$ cat src/rtl/comb_sweep_driver_pkg.sv
// Shared definitions for the exhaustive combinational sweep driver:
// FSM state encodings and default sweep parameters.
package comb_sweep_driver_pkg;

   typedef enum logic [1:0] {
      StIdle = 2'd0,
      StRun  = 2'd1,
      StDone = 2'd2
   } state_e;

   localparam int unsigned DefWidth  = 4;
   localparam int unsigned DefSettle = 1;

endpackage

$ cat src/rtl/comb_sweep_driver_settle_timer.sv
// Settle counter: counts 0..SETTLE-1 while enabled and flags the last cycle
// of each vector's hold window.
module settle_timer #(
   parameter int unsigned SETTLE = 1
) (
   input  logic clk,
   input  logic clr,
   input  logic en,
   output logic tick
);

   localparam int unsigned CW = (SETTLE > 1) ? $clog2(SETTLE) : 1;

   logic [CW-1:0] cnt_q, cnt_d;

   assign tick = (cnt_q == CW'(SETTLE - 1));

   always_comb begin
      cnt_d = cnt_q;
      if (clr) begin
         cnt_d = '0;
      end else if (en) begin
         cnt_d = tick ? '0 : cnt_q + CW'(1);
      end
   end

   always_ff @(posedge clk) begin
      cnt_q <= cnt_d;
   end

endmodule

$ cat src/rtl/comb_sweep_driver.sv
// Drives every input vector of a combinational block in order, captures its
// output into a truth table and compares the table against a golden value.
module comb_sweep_driver
   import comb_sweep_driver_pkg::*;
#(
   parameter int unsigned             WIDTH  = DefWidth,
   parameter int unsigned             SETTLE = DefSettle,
   parameter logic [(2**WIDTH)-1:0]   EXPECT = '0
) (
   input  logic                    clk,
   input  logic                    rst,
   input  logic                    start,
   input  logic                    y,
   output logic [WIDTH-1:0]        data,
   output logic                    busy,
   output logic                    done,
   output logic [(2**WIDTH)-1:0]   table_q,
   output logic [WIDTH:0]          mismatch_cnt,
   output logic                    pass
);

   localparam int unsigned TW = 2 ** WIDTH;
   localparam int unsigned MW = WIDTH + 1;

   state_e            state_q, state_d;
   logic [WIDTH-1:0]  data_q, data_d;
   logic [TW-1:0]     tab_q, tab_d;
   logic [MW-1:0]     mm_q, mm_d;
   logic              busy_q, done_q, pass_q;
   logic              timer_clr, tick;

   settle_timer #(
      .SETTLE (SETTLE)
   ) u_timer (
      .clk  (clk),
      .clr  (timer_clr),
      .en   (state_q == StRun),
      .tick (tick)
   );

   always_comb begin
      state_d   = state_q;
      data_d    = data_q;
      tab_d     = tab_q;
      mm_d      = mm_q;
      timer_clr = 1'b0;
      unique case (state_q)
         StIdle, StDone: begin
            if (start) begin
               state_d   = StRun;
               data_d    = '0;
               tab_d     = '0;
               mm_d      = '0;
               timer_clr = 1'b1;
            end
         end
         StRun: begin
            if (tick) begin
               tab_d[data_q] = y;
               if (y != EXPECT[data_q]) begin
                  mm_d = mm_q + MW'(1);
               end
               // Last vector leaves data at its maximum rather than wrapping.
               if (data_q == {WIDTH{1'b1}}) begin
                  state_d = StDone;
               end else begin
                  data_d = data_q + WIDTH'(1);
               end
            end
         end
         default: state_d = StIdle;
      endcase
      if (rst) begin
         timer_clr = 1'b1;
      end
   end

   always_ff @(posedge clk) begin
      if (rst) begin
         state_q <= StIdle;
         data_q  <= '0;
         tab_q   <= '0;
         mm_q    <= '0;
         busy_q  <= 1'b0;
         done_q  <= 1'b0;
         pass_q  <= 1'b0;
      end else begin
         state_q <= state_d;
         data_q  <= data_d;
         tab_q   <= tab_d;
         mm_q    <= mm_d;
         busy_q  <= (state_d == StRun);
         done_q  <= (state_d == StDone);
         pass_q  <= (state_d == StDone) && (mm_d == '0);
      end
   end

   assign data         = data_q;
   assign busy         = busy_q;
   assign done         = done_q;
   assign table_q      = tab_q;
   assign mismatch_cnt = mm_q;
   assign pass         = pass_q;

endmodule

$ cat config.mk
export PLATFORM = sky130hd
export DESIGN_NAME = comb_sweep_driver
export DESIGN_NICKNAME = d
export VERILOG_FILES = /design/src/rtl/comb_sweep_driver_pkg.sv /design/src/rtl/comb_sweep_driver_settle_timer.sv /design/src/rtl/comb_sweep_driver.sv
export SDC_FILE = /design/constraint.sdc
export NUM_CORES = 1
export LEC_CHECK = 0
export ABC_AREA = 1
export CAP_MARGIN = 20
export CORE_ASPECT_RATIO = 0.7
export CORE_UTILIZATION = 45
export DETAILED_ROUTE_END_ITERATION = 10
export HOLD_SLACK_MARGIN = 0.08
export PLACE_DENSITY = 0.76
export SKIP_CTS_REPAIR_TIMING = 1
export SLEW_MARGIN = 30
export SYNTH_ARGS = -nofsm -noshare
export SYNTH_HDL_FRONTEND = slang
export SYNTH_HIERARCHICAL = 1
export SYNTH_SLANG_ARGS = --single-unit
$ cat constraint.sdc
create_clock -name clk -period 3.31 [get_ports clk]
set_clock_uncertainty 0.15 [all_clocks]
set_input_delay 0.662 -clock clk [delete_from_list [all_inputs] [get_ports clk]]
set_output_delay 0.662 -clock clk [all_outputs]
set_load 0.02 [all_outputs]
==> After elaboration in Yosys (flattened, before gate mapping) <==
Memories as Yosys holds them, arrays and structs flattened. A register that Yosys moved wholly into a read port is not among the register bits.
Cells that the tools add are included.
{ "op_classes": {"reduce_logical": 8, "n_mux": 25, "magnitude_cmp": 2, "add_sub_neg": 3, "n_eq_ne": 9} }
{ "op_table": {"columns": ["cell", "count"], "rows": [
  ["two-way mux 16 bit", 2],
  ["one-hot mux 16 bit (2 select lines)", 1],
  ["two-way mux 4 bit", 5],
  ["bitwise mux 16 bit", 1],
  ["two-way mux 5 bit", 3],
  ["one-hot mux 5 bit (2 select lines)", 1],
  ["one-hot mux 4 bit (2 select lines)", 1],
  ["two-way mux 1 bit", 6],
  ["two-way mux 2 bit", 3],
  ["!= test 2 bit, second input constant", 3],
  ["adder 5 x 1 -> 5 bit, second input constant", 1],
  ["zero test 5 bit", 1],
  ["less-than comparator 4 x 5 -> 1 bit, second input constant", 1],
  ["adder 4 x 1 -> 4 bit, second input constant", 1],
  ["demux 1 bit (select 4 bit)", 1],
  ["== test 2 x 1 -> 1 bit, second input constant", 2],
  ["== test 2 bit, second input constant", 2],
  ["== test 4 bit, second input constant", 1],
  ["greater-or-equal comparator 4 x 1 -> 1 bit, second input constant", 1],
  ["one-hot mux 2 bit (2 select lines)", 1],
  ["AND reduction 4 bit", 1],
  ["AND reduction 3 bit", 1],
  ["logical AND 1 bit", 2],
  ["zero test 2 bit", 1],
  ["other kinds (4)", 4]
]} }
{ "totals": {"regBits": 31, "mem_bits_ro": 16, "mem_count": 1, "elab_cells": 56, "in_bits": 4} }
{ "mem_list": {"columns": ["memory", "words", "word_bits", "read_ports", "rd_ports_with_merged_regs", "wr", "line_no", "source"], "rows": [
  ["(name not given)", 16, 1, 1, 1, 0, "comb_sweep_driver.sv:60", "if (y != EXPECT[data_q]) begin"]
]} }

==> Logic depth before layout (Yosys ltp) <==
Gate-level depths: netlist (run 1).
{ "depth": {"word_depth": 8, "depth_mapped": 10} }

==> Cells and area by module <==
Netlist (run 1), hierarchy kept.
{ "modules_own_cells": {"columns": ["module", "cells_each", "seq_area_each_um2", "n_inst", "area_per_inst_um2"], "rows": [
  ["comb_sweep_driver", 223, 600.6, 1, 1473.9],
  ["settle_timer", 2, 0.0, 1, 11.3]
]} }

==> Least setup slack after synthesis (run 1) <==
Ideal clock, no wire load.
{ "synth_timing": {"kind": "input -> register", "from": "input port y", "to": "register pass_q (netlist: pass)", "slack_ns": 1.748, "stages": 9, "required_time_ns": 3.048, "t_arrival_ns": 1.300, "setup_ns": 0.112, "cell_sequence": "nand2_1 > nor2_1 > nand2_1 > nand2_1 > nand2_1 > nand2_1 > inv_1 > nand2_1 > nor2_1"} }
{ "synth_via": {"elab_chain_cells": 6} }
{ "synth_rtl": {"columns": ["item", "line_no", "source"], "rows": [
  ["start: declaration", "comb_sweep_driver.sv:13", "input logic y,"],
  ["!= test 1 bit", "comb_sweep_driver.sv:60", null],
  ["two-way mux 5 bit", "comb_sweep_driver.sv:60", null],
  ["two-way mux 5 bit", "comb_sweep_driver.sv:58", "if (tick) begin"],
  ["one-hot mux 5 bit (2 select lines)", "comb_sweep_driver.sv:47", "unique case (state_q)"],
  ["zero test 5 bit", "comb_sweep_driver.sv:94", "pass_q <= (state_d == StDone) && (mm_d == '0);"],
  ["logical AND 1 bit", "comb_sweep_driver.sv:94", null],
  ["end signal: assignment", "comb_sweep_driver.sv:94", null],
  ["end: declaration", "comb_sweep_driver.sv:29", "logic busy_q, done_q, pass_q;"]
]} }
Every way passes these cells.
A chain may end at the register's enable or synchronous reset.

==> Worst setup path in the final report (run 1) <==
{ "layout_timing": {"from": "register data_q[2] (netlist: data[2])", "to": "output port data[2]"} }
{ "layout_rtl": {"columns": ["item", "line_no", "source"], "rows": [
  ["start: declaration", "comb_sweep_driver.sv:26", "logic [WIDTH-1:0] data_q, data_d;"],
  ["start signal: assignment", "comb_sweep_driver.sv:89", "data_q <= data_d;"],
  ["end: declaration", "comb_sweep_driver.sv:14", "output logic [WIDTH-1:0] data,"]
]} }
No word-level cell between the ends.

==> impl_metrics.tcl, run 1 <==
set metrics [dict create \
    maxCapViolations 0 \
    rsz0062_at_grt "false" \
    cts_sinks 30 \
    status "finished with violations" \
    grt_max_degree 20 \
    diodes 0 \
    gp_congestion 0.8495 \
    antenna_left 0 \
    vias_per_cell 4.939 \
    endpoint_kind "output port" \
    cts_buffer_depth 2 \
    hold_slack_ns 0.3095 \
    cp_slowest_cell "clkdlybuf4s50_1" \
    htreeDepth 2 \
    yosys_warnings 6 \
    dpl.cell_count 287 \
    drt_iter0_drc 84 \
    drc 6 \
    cts-root-buf "clkbuf_8" \
    setup_tns_ns 0 \
    timing.critical_path.buf_inv 1 \
    rows 17 \
    io_pins 32 \
    clkTransAtPathRegs_ns 0.06 \
    max_freq_ghz 0.4536 \
    via_count 1457 \
    grt.total_usage_pct 20.71 \
    cp-start-kind "flop" \
    worstPathRequired_ns 2.50 \
    violations "design-rule violations" \
    nets 265 \
    cts_tree "yes" \
    p_per_area_nw_per_um2 399.8 \
    placed_area_um2 1813 \
    avgSynthCellArea_um2 6.613 \
    peakVddDrop_uv 236.0 \
    final_cells 295 \
    final_max_slew_viol_count 0 \
    leakage_uw 0.0007341 \
    hold_violations 0 \
    dieHeight_um 50.01 \
    syn-num-nets 233 \
    num-fill-cells 289 \
    drive_gt1_share_pct 5.837 \
    cts_buffers 5 \
    dieWidth_um 70.58 \
    setup_violations 0 \
    arrival_ns 1.39 \
    wl_per_cell_um 11.29 \
    critical_path.cell_chain "clkdlybuf4s50_1" \
    critPathKind "flop to output port" \
    max_stage_delay_ns 0.65 \
    start_util_pct 47.06 \
    numPortBuffers 31 \
    crit_fanout 7 \
    first_global_vias 1200 \
    syn_area_um2 1481 \
    routed_wl_mm 3.330 \
    core_um2 3148 \
    die-area_um2 3529 \
    area_delta_synth_final_pct 28.55 \
    period_needed_ns 2.205 \
    drt_pass1_iterations 7 \
    overflow 0 \
    fin_crit_sh_pct 66.60 \
    syn_inst 224 \
    clk_latency_ns 0.28 \
    crit_family "buffers and inverters" \
    hold_class "flop to flop" \
    dp_hpwl_mm 2.401 \
    fin_area_um2 1904 \
    antenna_found_initial 0 \
    grt_pass1_wl_mm 5.526 \
]
per-layer routing:
metal | global-route usage, % | routed length, µm
met4 | 9.000 | 53
met5 | 0 | 0
met1 | 29.81 | 1737
met3 | 6.135 | 226
met2 | 28.32 | 1313
sequential cells by signal (all words and copies together), names as in the netlist:
name and count:
state_q 2, table_q 16, data 4, pass 1
mismatch_cnt 5, done 1, busy 1
power breakdown:
group          switching (µW)  leakage, µW  internal [µW]
clock network             137    0.0000482            167
registers                4.58     0.000242            366
logic                    58.5     0.000443           27.5
total                     201     0.000734            561
layout by cell type, fill, tap and decap left out, types with 2 or more instances in the layout:
cell type,count
nand3_1,10
ha_1,5
o21ai_1,6
clkbuf_8,6
clkdlybuf4s50_1,31
nand4_1,2
dfxtp_1,30
nand2_2,2
nor2_1,32
nand2_1,65
inv_1,21
o21ai_0,12
nor2_4,2
a21oi_1,22
inv_2,2
path summary, 6_finish.rpt:
path	startpoint	to	slack (ns)	cells after the start
min reg2reg	table_q[10]$_SDFFE_PP0P_	table_q[10]$_SDFFE_PP0P_	0.31	2
max reg2reg	state_q[1]$_SDFF_PP0_	pass$_SDFF_PP0_	1.61	9
max	data[2]$_SDFFE_PP0P_	data[2]	1.11	1
min	table_q[10]$_SDFFE_PP0P_	table_q[10]$_SDFFE_PP0P_	0.31	2
layout make-up:
cell class                 count  area, µm²  area share (%)
multi-input combinational    164      760.7           39.95
sequential                    30      600.6           31.54
timing repair buffer          32      317.8           16.69
clock buffer                   7      86.33           4.533
inverter                      23      86.33           4.533
tap                           38      47.55           2.497
clock inverter                 1      5.005          0.2628
stage by stage:
stage               setup WS [ns]  util (%)  power [µW]
floorplan                   1.748         -       439.5
finish                      1.105     60.49       761.4
global route                1.047     60.49       797.6
CTS                         1.100     60.49       763.7
global placement            1.023     57.59       462.5
detailed placement          1.019     57.59       463.1
(Power assumes the default switching activity.)
==> run 2: changes to the inputs <==
Settings changed: PLACE_DENSITY 0.76 to 0.79.
Clock period 3.31 ns to 1.86 ns, I/O delays scaled along.
==> impl_metrics.tcl, run 2 (same netlist as run 1, synthesis figures left out) <==
set metrics [dict create \
    worstRegToRegCells 8 \
    hold_path_depth 2 \
    finalPower_uw 1346 \
    max_stage_delay_ns 0.62 \
    routed_wl_mm 3.305 \
    area_delta_synth_final_pct 31.93 \
    fin_crit_sh_pct 95.97 \
    wl_met2_mm 1.385 \
    hold_violations 0 \
    clk_latency_ns 0.27 \
    first_global_vias 1307 \
    numPortBuffers 31 \
    rsz0062_at_grt "false" \
    dieHeight_um 50.01 \
    wl_per_cell_um 11.09 \
    cp-start-kind "flop" \
    dpl.cell_count 290 \
    peakVddDrop_uv 430.6 \
    grt_max_degree 25 \
    r2r_end "pass$_SDFF_PP0_" \
    vias_per_cell 5.007 \
    period_needed_ns 1.785 \
    gp_congestion 0.8973 \
    violations "design-rule violations" \
    antenna_left 0 \
    maxCapViolations 0 \
    num-fill-cells 307 \
    cp_slowest_cell "clkdlybuf4s50_1" \
    crit_fanout 4 \
    met3_length_um 210 \
    drive_gt1_share_pct 6.923 \
    dieWidth_um 70.58 \
    drc 4 \
    final_common_cell "nand2_1" \
    final_max_slew_viol_count 0 \
    largest_reg_flops 16 \
    max_freq_ghz 0.5602 \
    rr_startpoint "state_q[0]$_SDFF_PP0_" \
    status "finished with violations" \
    htreeDepth 2 \
    via_count 1492 \
    p_per_area_nw_per_um2 688.5 \
    leakage_uw 0.0008634 \
    final_cells 298 \
    antenna_found_initial 0 \
    dp_hpwl_mm 2.425 \
    highest_layer "met4" \
    rrSetupSlack_ns 0.32 \
    drt_pass1_iterations 8 \
    cts_buffers 5 \
    rows 17 \
    io_pins 32 \
    die-area_um2 3529 \
    overflow 0 \
    hold_class "flop to flop" \
    cts_sinks 30 \
    crit_family "buffers and inverters" \
    grt.total_usage_pct 20.80 \
    core_um2 3148 \
    diodes 0 \
    hold_slack_ns 0.3077 \
    place_ws_ns -0.03784 \
    cts-root-buf "clkbuf_8" \
    nets 268 \
    start_util_pct 47.06 \
    m1WireLength_mm 1.679 \
    drt_iter0_drc 103 \
    final_util_pct 62.08 \
    layout_common_cells "nand2_1 (65), nor2_1 (32), dfxtp_1 (30)" \
    cts_tree "yes" \
    fin_ws_ns 0.07497 \
    cts_buffer_depth 2 \
    arrival_ns 1.26 \
    critical_path.cell_chain "clkdlybuf4s50_1" \
    setup_violations 0 \
    worstPathRequired_ns 1.34 \
    clkTransAtPathRegs_ns 0.06 \
    grt_pass1_wl_mm 5.727 \
    critPathKind "flop to output port" \
    hold_start "table_q[14]$_SDFFE_PP0P_" \
    endpoint_kind "output port" \
    min_to "table_q[14]$_SDFFE_PP0P_" \
    timing.critical_path.buf_inv 1 \
]
## run 2: report_power, final
part	switching, µW	leakage (µW)	internal, µW
clock	224	0.0000482	298
combinational	105	0.000573	58.9
sequential	8.41	0.000242	651
## run 2: worst max-delay path by stage
stage | start | cells past startpoint | end | slack, ns
3_3_place_gp | y | 10 | pass$_SDFF_PP0_ | 0.06
5_1_grt | mismatch_cnt[3]$_SDFF_PP0_ | 1 | mismatch_cnt[3] | 0.05
3_5_place_dp | y | 9 | pass$_SDFF_PP0_ | -0.04
2_1_floorplan | data[1]$_SDFFE_PP0P_ | 7 | data[2]$_SDFFE_PP0P_ | 0.34
6_report | mismatch_cnt[3]$_SDFF_PP0_ | 1 | mismatch_cnt[3] | 0.07
4_1_cts | mismatch_cnt[0]$_SDFF_PP0_ | 1 | mismatch_cnt[0] | -0.01
## run 2: per-stage QoR
step	setup TNS [ns]	cell area, µm²
finish	0	1954
global placement	0	1848
CTS	-0.01075	1939
floorplan	0	1481
detailed placement	-0.03784	1848
global route	0	1954
## run 2: worst reg2reg max path, delay by kind of cell (launching register included)
kind	cells	cell delay (ns)
and+or+nand+nor	8	0.94
DFF	1	0.39
## run 2: per-layer routing
layer | vias to the layer above | GRT usage [%]
li1 | 775 | -
met1 | 665 | 29.16
met2 | 47 | 32.36
met3 | 5 | 4.294
met4 | 0 | 6.000
met5 | - | 0
## run 2: area by class of cell
| type | instances | area (µm²) | area share [%] |
|---|---|---|---|
| clock buffer | 7 | 86.33 | 4.417 |
| inverter | 23 | 86.33 | 4.417 |
| sequential | 30 | 600.6 | 30.73 |
| timing repair buffer | 35 | 367.9 | 18.82 |
| tap | 38 | 47.55 | 2.433 |
| multi-input combinational | 164 | 760.7 | 38.92 |
| clock inverter | 1 | 5.005 | 0.2561 |
==> run 3: changes to the inputs <==
--- a/config.mk
+++ b/config.mk
@@ -12,5 +12,5 @@
 export DETAILED_ROUTE_END_ITERATION = 10
 export HOLD_SLACK_MARGIN = 0.08
-export PLACE_DENSITY = 0.79
+export PLACE_DENSITY = 0.75
 export SKIP_CTS_REPAIR_TIMING = 1
 export SLEW_MARGIN = 30
==> constraint.sdc (replaced) <==
create_clock -name clk -period 1.86 [get_ports clk]
set_clock_uncertainty 0.15 [all_clocks]
set_input_delay 0.465 -clock clk [delete_from_list [all_inputs] [get_ports clk]]
set_output_delay 0.465 -clock clk [all_outputs]
set_load 0.02 [all_outputs]
==> impl_metrics.tcl, run 3 (same netlist as run 1, synthesis figures left out) <==
set metrics [dict create \
    place_ws_ns -0.09405 \
    dieHeight_um 50.01 \
    grt.total_usage_pct 20.29 \
    r2r_end "pass$_SDFF_PP0_" \
    crit_fanout 2 \
    drt_iter0_drc 93 \
    via_count 1435 \
    max_freq_ghz 0.5443 \
    endpoint "table_q[3]" \
    nets 269 \
    numPortBuffers 31 \
    leakage_uw 0.001070 \
    clkTransAtPathRegs_ns 0.06 \
    core_um2 3148 \
    peakVddDrop_uv 427.8 \
    rows 17 \
    grt_max_degree 25 \
    maxCapViolations 0 \
    hold_class "flop to flop" \
    final_max_slew_viol_count 0 \
    cts_buffers 5 \
    htreeDepth 2 \
    critical_path.cell_chain "clkdlybuf4s50_1" \
    status "finished with violations" \
    first_global_vias 1236 \
    crit_family "buffers and inverters" \
    max_stage_delay_ns 0.60 \
    diodes 0 \
    netSwitchingFraction_pct 25.92 \
    switchingPower_uw 339.7 \
    hold_violations 0 \
    clk_latency_ns 0.28 \
    endpoint_kind "output port" \
    drive_gt1_share_pct 6.538 \
    cp.depth 1 \
    cts-root-buf "clkbuf_8" \
    crit_start "table_q[3]$_SDFFE_PP0P_" \
    cts_tree "yes" \
    worstPathRequired_ns 1.24 \
    p_int_uw 970.9 \
    arrival_ns 1.22 \
    largest_reg_flops 16 \
    io_pins 32 \
    routed_wl_mm 3.300 \
    dieWidth_um 70.58 \
    cp_slowest_cell "clkdlybuf4s50_1" \
    drt_pass1_iterations 7 \
    worstRegToRegCells 9 \
    rrSetupSlack_ns 0.27 \
    area_delta_synth_final_pct 34.12 \
    dp_hpwl_mm 2.224 \
    cts_sinks 30 \
    layout_common_cells "nand2_1 (65), nor2_1 (32), dfxtp_1 (30)" \
    start_util_pct 47.06 \
    combPwrFrac_pct 12.9 \
    fin_ws_ns 0.02265 \
    setup_violations 0 \
    timing.critical_path.buf_inv 1 \
    fin_crit_sh_pct 98.78 \
    rsz0062_at_grt "false" \
    p_per_area_nw_per_um2 659.6 \
    period_needed_ns 1.837 \
    die-area_um2 3529 \
    rr_startpoint "state_q[1]$_SDFF_PP0_" \
    final_common_cell "nand2_1" \
    setup_tns_ns 0 \
    antenna_left 0 \
    wl_per_cell_um 11.07 \
    vias_per_cell 4.815 \
    power.share.clock_pct 36.9 \
    violations "design-rule violations" \
    gp_congestion 0.8947 \
    cts_buffer_depth 2 \
    drc 6 \
    pwr-share-seq_pct 50.3 \
    grt_pass1_wl_mm 5.395 \
    critPathKind "flop to output port" \
    cp-start-kind "flop" \
    antenna_found_initial 0 \
    overflow 0 \
    hold_start "table_q[8]$_SDFFE_PP0P_" \
]
## run 3: cell type report
class                      instances  area (µm²)
clock buffer                       7       76.32
inverter                          23       86.33
multi-input combinational        164       760.7
timing repair buffer              36       415.4
tap                               38       47.55
fill                             288        1161
sequential                        30       600.6
## run 3: per-stage QoR
stage	cell area, µm²	utilization [%]	cells	total power, µW	hold slack (ns)
floorplan	1481	-	224	782.1	0.3857
CTS	1944	61.76	298	1321	0.3113
detailed placement	1868	59.34	291	838.5	0.3022
global route	1987	63.12	298	1374	0.3267
global placement	1868	59.34	291	838.9	0.2985
finish	1987	63.12	298	1311	0.3067
## run 3: how the worst min path moves through the flow
stage                                          end  slack [ns]  depth (start not counted)
after detailed placement   table_q[8]$_SDFFE_PP0P_        0.30                          2
after CTS                  table_q[8]$_SDFFE_PP0P_        0.31                          2
final                      table_q[8]$_SDFFE_PP0P_        0.31                          2
after global routing      table_q[13]$_SDFFE_PP0P_        0.33                          2
after floorplan           table_q[11]$_SDFFE_PP0P_        0.39                          2
after global placement    table_q[12]$_SDFFE_PP0P_        0.30                          2
## run 3: metal layers
| layer | share of wire (%) | global-route usage, % | up-vias |
|---|---|---|---|
| li1 | - | - | 777 |
| met1 | 55 | 28.30 | 618 |
| met2 | 38 | 28.32 | 33 |
| met3 | 4.8 | 4.908 | 7 |
| met4 | 2.2 | 11.67 | 0 |
| met5 | 0 | 0 | - |
## run 3: power by group through the flow
| stage | Clock [µW] | Combinational, µW | Sequential [µW] |
|---|---|---|---|
| 6_report | 483 | 169 | 659 |
| 5_1_grt | 526 | 188 | 660 |
| 4_1_cts | 495 | 168 | 659 |
| 3_5_place_dp | 0 | 166 | 673 |
| 3_3_place_gp | 0 | 166 | 673 |
| 2_1_floorplan | 0 | 102 | 680 |
==> patch 1 (flow settings as in run 2) <==
Set the package constant `DefWidth` to 3 (it was 4).
--- a/src/rtl/comb_sweep_driver_pkg.sv
+++ b/src/rtl/comb_sweep_driver_pkg.sv
@@ -9,5 +9,5 @@
    } state_e;
 
-   localparam int unsigned DefWidth  = 4;
+   localparam int unsigned DefWidth  = 3;
    localparam int unsigned DefSettle = 1;
 
Ports: changed (resized data, mismatch_cnt and table_q); port bits go from 32 to 22. No check against the original RTL was run, so the function may have changed too.
==> patch 1 against run 2 <==
Worst setup slack improved by 0.0018 ns; power down 35%; utilization down 1.7 points; sequential cell count down 10; routed wire length down 34%; design area decreased by 32%; area after synthesis down 29%; highest routed layer unchanged.
==> patch 1: results (changes against run 2) <==
| Metric | Value |
|---|---|
| N_diodes | 0 (unchanged) |
| Status | finished, final reports clean |
| Worst skew pair latency | 0.30 ns (+0.03 ns) |
| Vias in the first global route | 830 (-36%) |
| # H-tree levels | 1 (-1) |
| Yosys Warn Count | 6 (unchanged) |
| FF+latch area | 404 um^2 (-33%) |
| Worst path top cell family by delay | buffers and inverters |
| GPL Wtd Cong | 0.805 (-10%) |
| Clk pin slew, worst setup/hold paths | 0.12 ns (+0.06 ns) |
| Leakage | 0.619 nW (-28%) |
| NumNets Final | 176 (-34%) |
| Vias post-DR | 983 (-34%) |
| Initial antenna violation count | 0 (unchanged) |
| Layout cells sized above 1 | 11.3% (+4.4 points) |
| Fillers | 213 (-31%) |
| Crit Path Max Fanout | 2 (-2) |
| Initial drt markers | 49 (-52%) |
| Tot GR Track Use | 18.9% (-1.9 points) |
| Placed Area | 0.00127 mm^2 (-31%) |
| CP peak stage delay | between 0.6 and 0.7 ns |
| First-pass GRT wire length | 3600 um (-37%) |
| Port bufs | 21 (-32%) |
| Mapped Nets | 154 (-34%) |
| Worst vdd ir | 0.445 mV (+3.4%) |
| Largest net degree at the start of global routing | 16 (-36%) |
| Post-DP HPWL | 1630 um (-33%) |
| Longest Clk Path Bufs | 2 (unchanged) |
| Drt pass-1 iters | 4 (-4) |
| Post-DR wirelength/cell | 10.9 um (-1.3%) |
| Num CTS Buffers | 3 (-2) |
| Slowest-stage cell, CP | clkdlybuf4s50_1 |
| Worst hold path type | reg2reg |
| Largest register FFs | 8 (-8) |
| Clock Root Buffer | clkbuf_4 |
| Worst EP arrival | 1.26 ns (about the same) |
## patch 1: power by group
group	switching, W	leakage (nW)	internal, W
Sequential	0.0000181	0.163	0.000442
Clock	0.000135	0.0210	0.000119
Combinational	0.0000999	0.435	0.0000601
## patch 1: path summary, 6_finish.rpt
kind | start | end | slack [ns] | cells past startpoint
setup reg to reg | data[0] | pass | 0.32 | 8
setup / recovery | mismatch_cnt[3] | mismatch_cnt[3] | 0.08 | 1
hold reg to reg | table_q[1] | table_q[1] | 0.32 | 2
hold / removal | table_q[1] | table_q[1] | 0.32 | 2
## patch 1: final cells by class
| class | instances | area share [%] |
|---|---|---|
| multi-input cells | 112 | 43.2 |
| repair buffers | 22 | 17.6 |
| inverters | 10 | 2.84 |
| well taps | 32 | 3.03 |
| clock buffers | 4 | 2.74 |
| flip-flops and latches | 20 | 30.6 |
## patch 1: through the flow
step           cells  setup slack [ns]  total power, W  TNS (ns)
6_report         200            0.0768        0.000875         0
5_1_grt          200            0.0182        0.000920         0
4_1_cts          200            -0.135        0.000883    -0.382
3_5_place_dp     196            0.0897        0.000628         0
3_3_place_gp     196             0.116        0.000624         0
2_1_floorplan    147             0.328        0.000591         0
## patch 1: metal layers
| metal | vias to the layer above | routed length (um) | GRT usage (%) |
|---|---|---|---|
| li1 | 506 | - | - |
| met1 | 440 | 1100 | 27.6 |
| met2 | 35 | 930 | 27.8 |
| met3 | 2 | 146 | 5.56 |
| met4 | 0 | 13 | 2.79 |
| met5 | - | 0 | 0 |
==> patch 2 (settings of run 2) <==
Without the edit above. `data_q` and `mm_q` no longer have a reset.
--- a/src/rtl/comb_sweep_driver.sv
+++ b/src/rtl/comb_sweep_driver.sv
@@ -79,7 +79,5 @@
       if (rst) begin
          state_q <= StIdle;
-         data_q  <= '0;
          tab_q   <= '0;
-         mm_q    <= '0;
          busy_q  <= 1'b0;
          done_q  <= 1'b0;
@@ -87,11 +85,14 @@
       end else begin
          state_q <= state_d;
-         data_q  <= data_d;
          tab_q   <= tab_d;
-         mm_q    <= mm_d;
          busy_q  <= (state_d == StRun);
          done_q  <= (state_d == StDone);
          pass_q  <= (state_d == StDone) && (mm_d == '0);
       end
+   end
+
+   always_ff @(posedge clk) begin
+      data_q <= data_d;
+      mm_q   <= mm_d;
    end
 
Formal check against the unedited RTL: differs if rst is asserted again (counterexample within 4 cycles, from zero or initial values and one cycle with rst high); with rst held inactive, the same outputs for 10 cycles.
==> patch 2 against run 2 <==
Routed wire length decreased by 1.3%; design area decreased by 1.2%; sequential power increased by 8.5%; area after synthesis decreased by 0.59%; worst setup slack got worse by 0.048 ns; power increased by 15%; via count decreased by 7.6%; critical path depth unchanged; utilization increased by 3.6 points; sequential cell count unchanged; non-clock buffer count unchanged.
==> patch 2: results (changes against run 2) <==
| Metric | Value |
|---|---|
| Clk pin slew, worst setup/hold paths | 0.06 ns (about the same) |
| Slowest-stage cell, CP | clkdlybuf4s50_1 |
| Clock Root Buffer | clkbuf_8 |
| Hold Path Origin | table_q[1] |
| Setup slack, reg-to-reg | 0.14 ns (-0.18 ns) |
| Placed Area | 0.00183 mm^2 (-1.1%) |
| Fillers | 262 (-15%) |
| Final wirelength | 3260 um (-1.3%) |
| RR Startpoint | data[1] |
| Status | finished, final reports clean |
| Mapped Nets | 216 (-7.3%) |
| N_diodes | 0 (unchanged) |
| Worst reg2reg path endpoint | data[2] |
| Internal Power | 0.00109 W (+8.0%) |
| Post-DP HPWL | 2270 um (-6.5%) |
| Worst vdd ir | 0.519 mV (+21%) |
| Worst-case reg-to-reg path depth | 5 (-3) |
| # H-tree levels | 2 (unchanged) |
| CP peak stage delay | between 0.6 and 0.7 ns |
| Worst path top cell family by delay | buffers and inverters |
| Crit Path Max Fanout | 4 (unchanged) |
| Largest net degree at the start of global routing | 21 (-16%) |
| Worst EP arrival | 1.31 ns (+0.05 ns) |
| GPL Wtd Cong | 0.895 (-0.31%) |
| Initial drt markers | 91 (-12%) |
| Num CTS Buffers | 5 (unchanged) |
| Worst Hold End | table_q[1] |
| Via/cell ratio | 4.94 (-1.3%) |
| Worst hold path type | reg2reg |
| Layout cells sized above 1 | 9.47% (+2.5 points) |
| Vias in the first global route | 1144 (-12%) |
| Yosys Warn Count | 6 (unchanged) |
| Largest register FFs | 16 (unchanged) |
| NumNets Final | 251 (-6.3%) |
| Final Max Slew Viols | 0 (unchanged) |
| Post-place setup slack | 0.0648 ns (+0.103 ns) |
| First-pass GRT wire length | 5240 um (-8.6%) |
| Initial antenna violation count | 0 (unchanged) |
| Hold Path Cell Cnt | 2 (unchanged) |
| Leakage | 0.840 nW (-2.7%) |
| Port bufs | 31 (unchanged) |
| Drt pass-1 iters | 4 (-4) |
| Longest Clk Path Bufs | 2 (unchanged) |
| Peak Freq | 545 MHz (-2.6%) |
| Worst skew pair latency | 0.28 ns |
| Tot GR Track Use | 19.4% (-1.4 points) |
-- patch 2: cell count changes in the layout (fill, tap and decap cells not counted), sizes merged, moves of 2 or more --
cell    delta
inv        +2
dfxtp      -4
a21oi      -3
edfxtp     +4
nand2      -8
nor2       -4
-- patch 2: worst max-delay path by stage --
stage               startpoint               to
2_1_floorplan          data[0]          data[0]
3_3_place_gp             start      table_q[13]
3_5_place_dp                 y             pass
4_1_cts                data[2]          data[2]
5_1_grt        mismatch_cnt[0]  mismatch_cnt[0]
6_report       mismatch_cnt[0]  mismatch_cnt[0]
-- patch 2: power by group through the flow --
stage	Sequential (W)	Combinational, W	Clock, W
6_report	0.000716	0.000294	0.000542
5_1_grt	0.000720	0.000324	0.000581
4_1_cts	0.000716	0.000292	0.000544
3_5_place_dp	0.000730	0.000290	0
3_3_place_gp	0.000729	0.000282	0
2_1_floorplan	0.000752	0.000168	0
-- patch 2: layout make-up --
class                      count  area share (%)
inverter                      25            4.86
clock inverter                 1           0.259
tap                           36            2.33
sequential                    30            33.2
clock buffer                   7            4.47
timing repair buffer          35            18.9
multi-input combinational    145            36.0
-- patch 2: per-stage QoR --
stage,TNS (ns),cells,util [%],hold slack (ns)
detailed placement,0,271,62.1,0.303
finish,0,279,65.6,0.309
global route,0,279,65.6,0.334
floorplan,0,207,-,0.386
global placement,0,271,62.1,0.301
CTS,-0.120,279,65.2,0.313
-- patch 2: metal layers --
metal | share of wire (%) | global-route usage, % | up-vias
li1 | - | - | 720
met1 | 52 | 30.3 | 581
met2 | 37 | 22.5 | 69
met3 | 9.6 | 7.57 | 9
met4 | 1.6 | 7.67 | 0
met5 | 0 | 0 | -
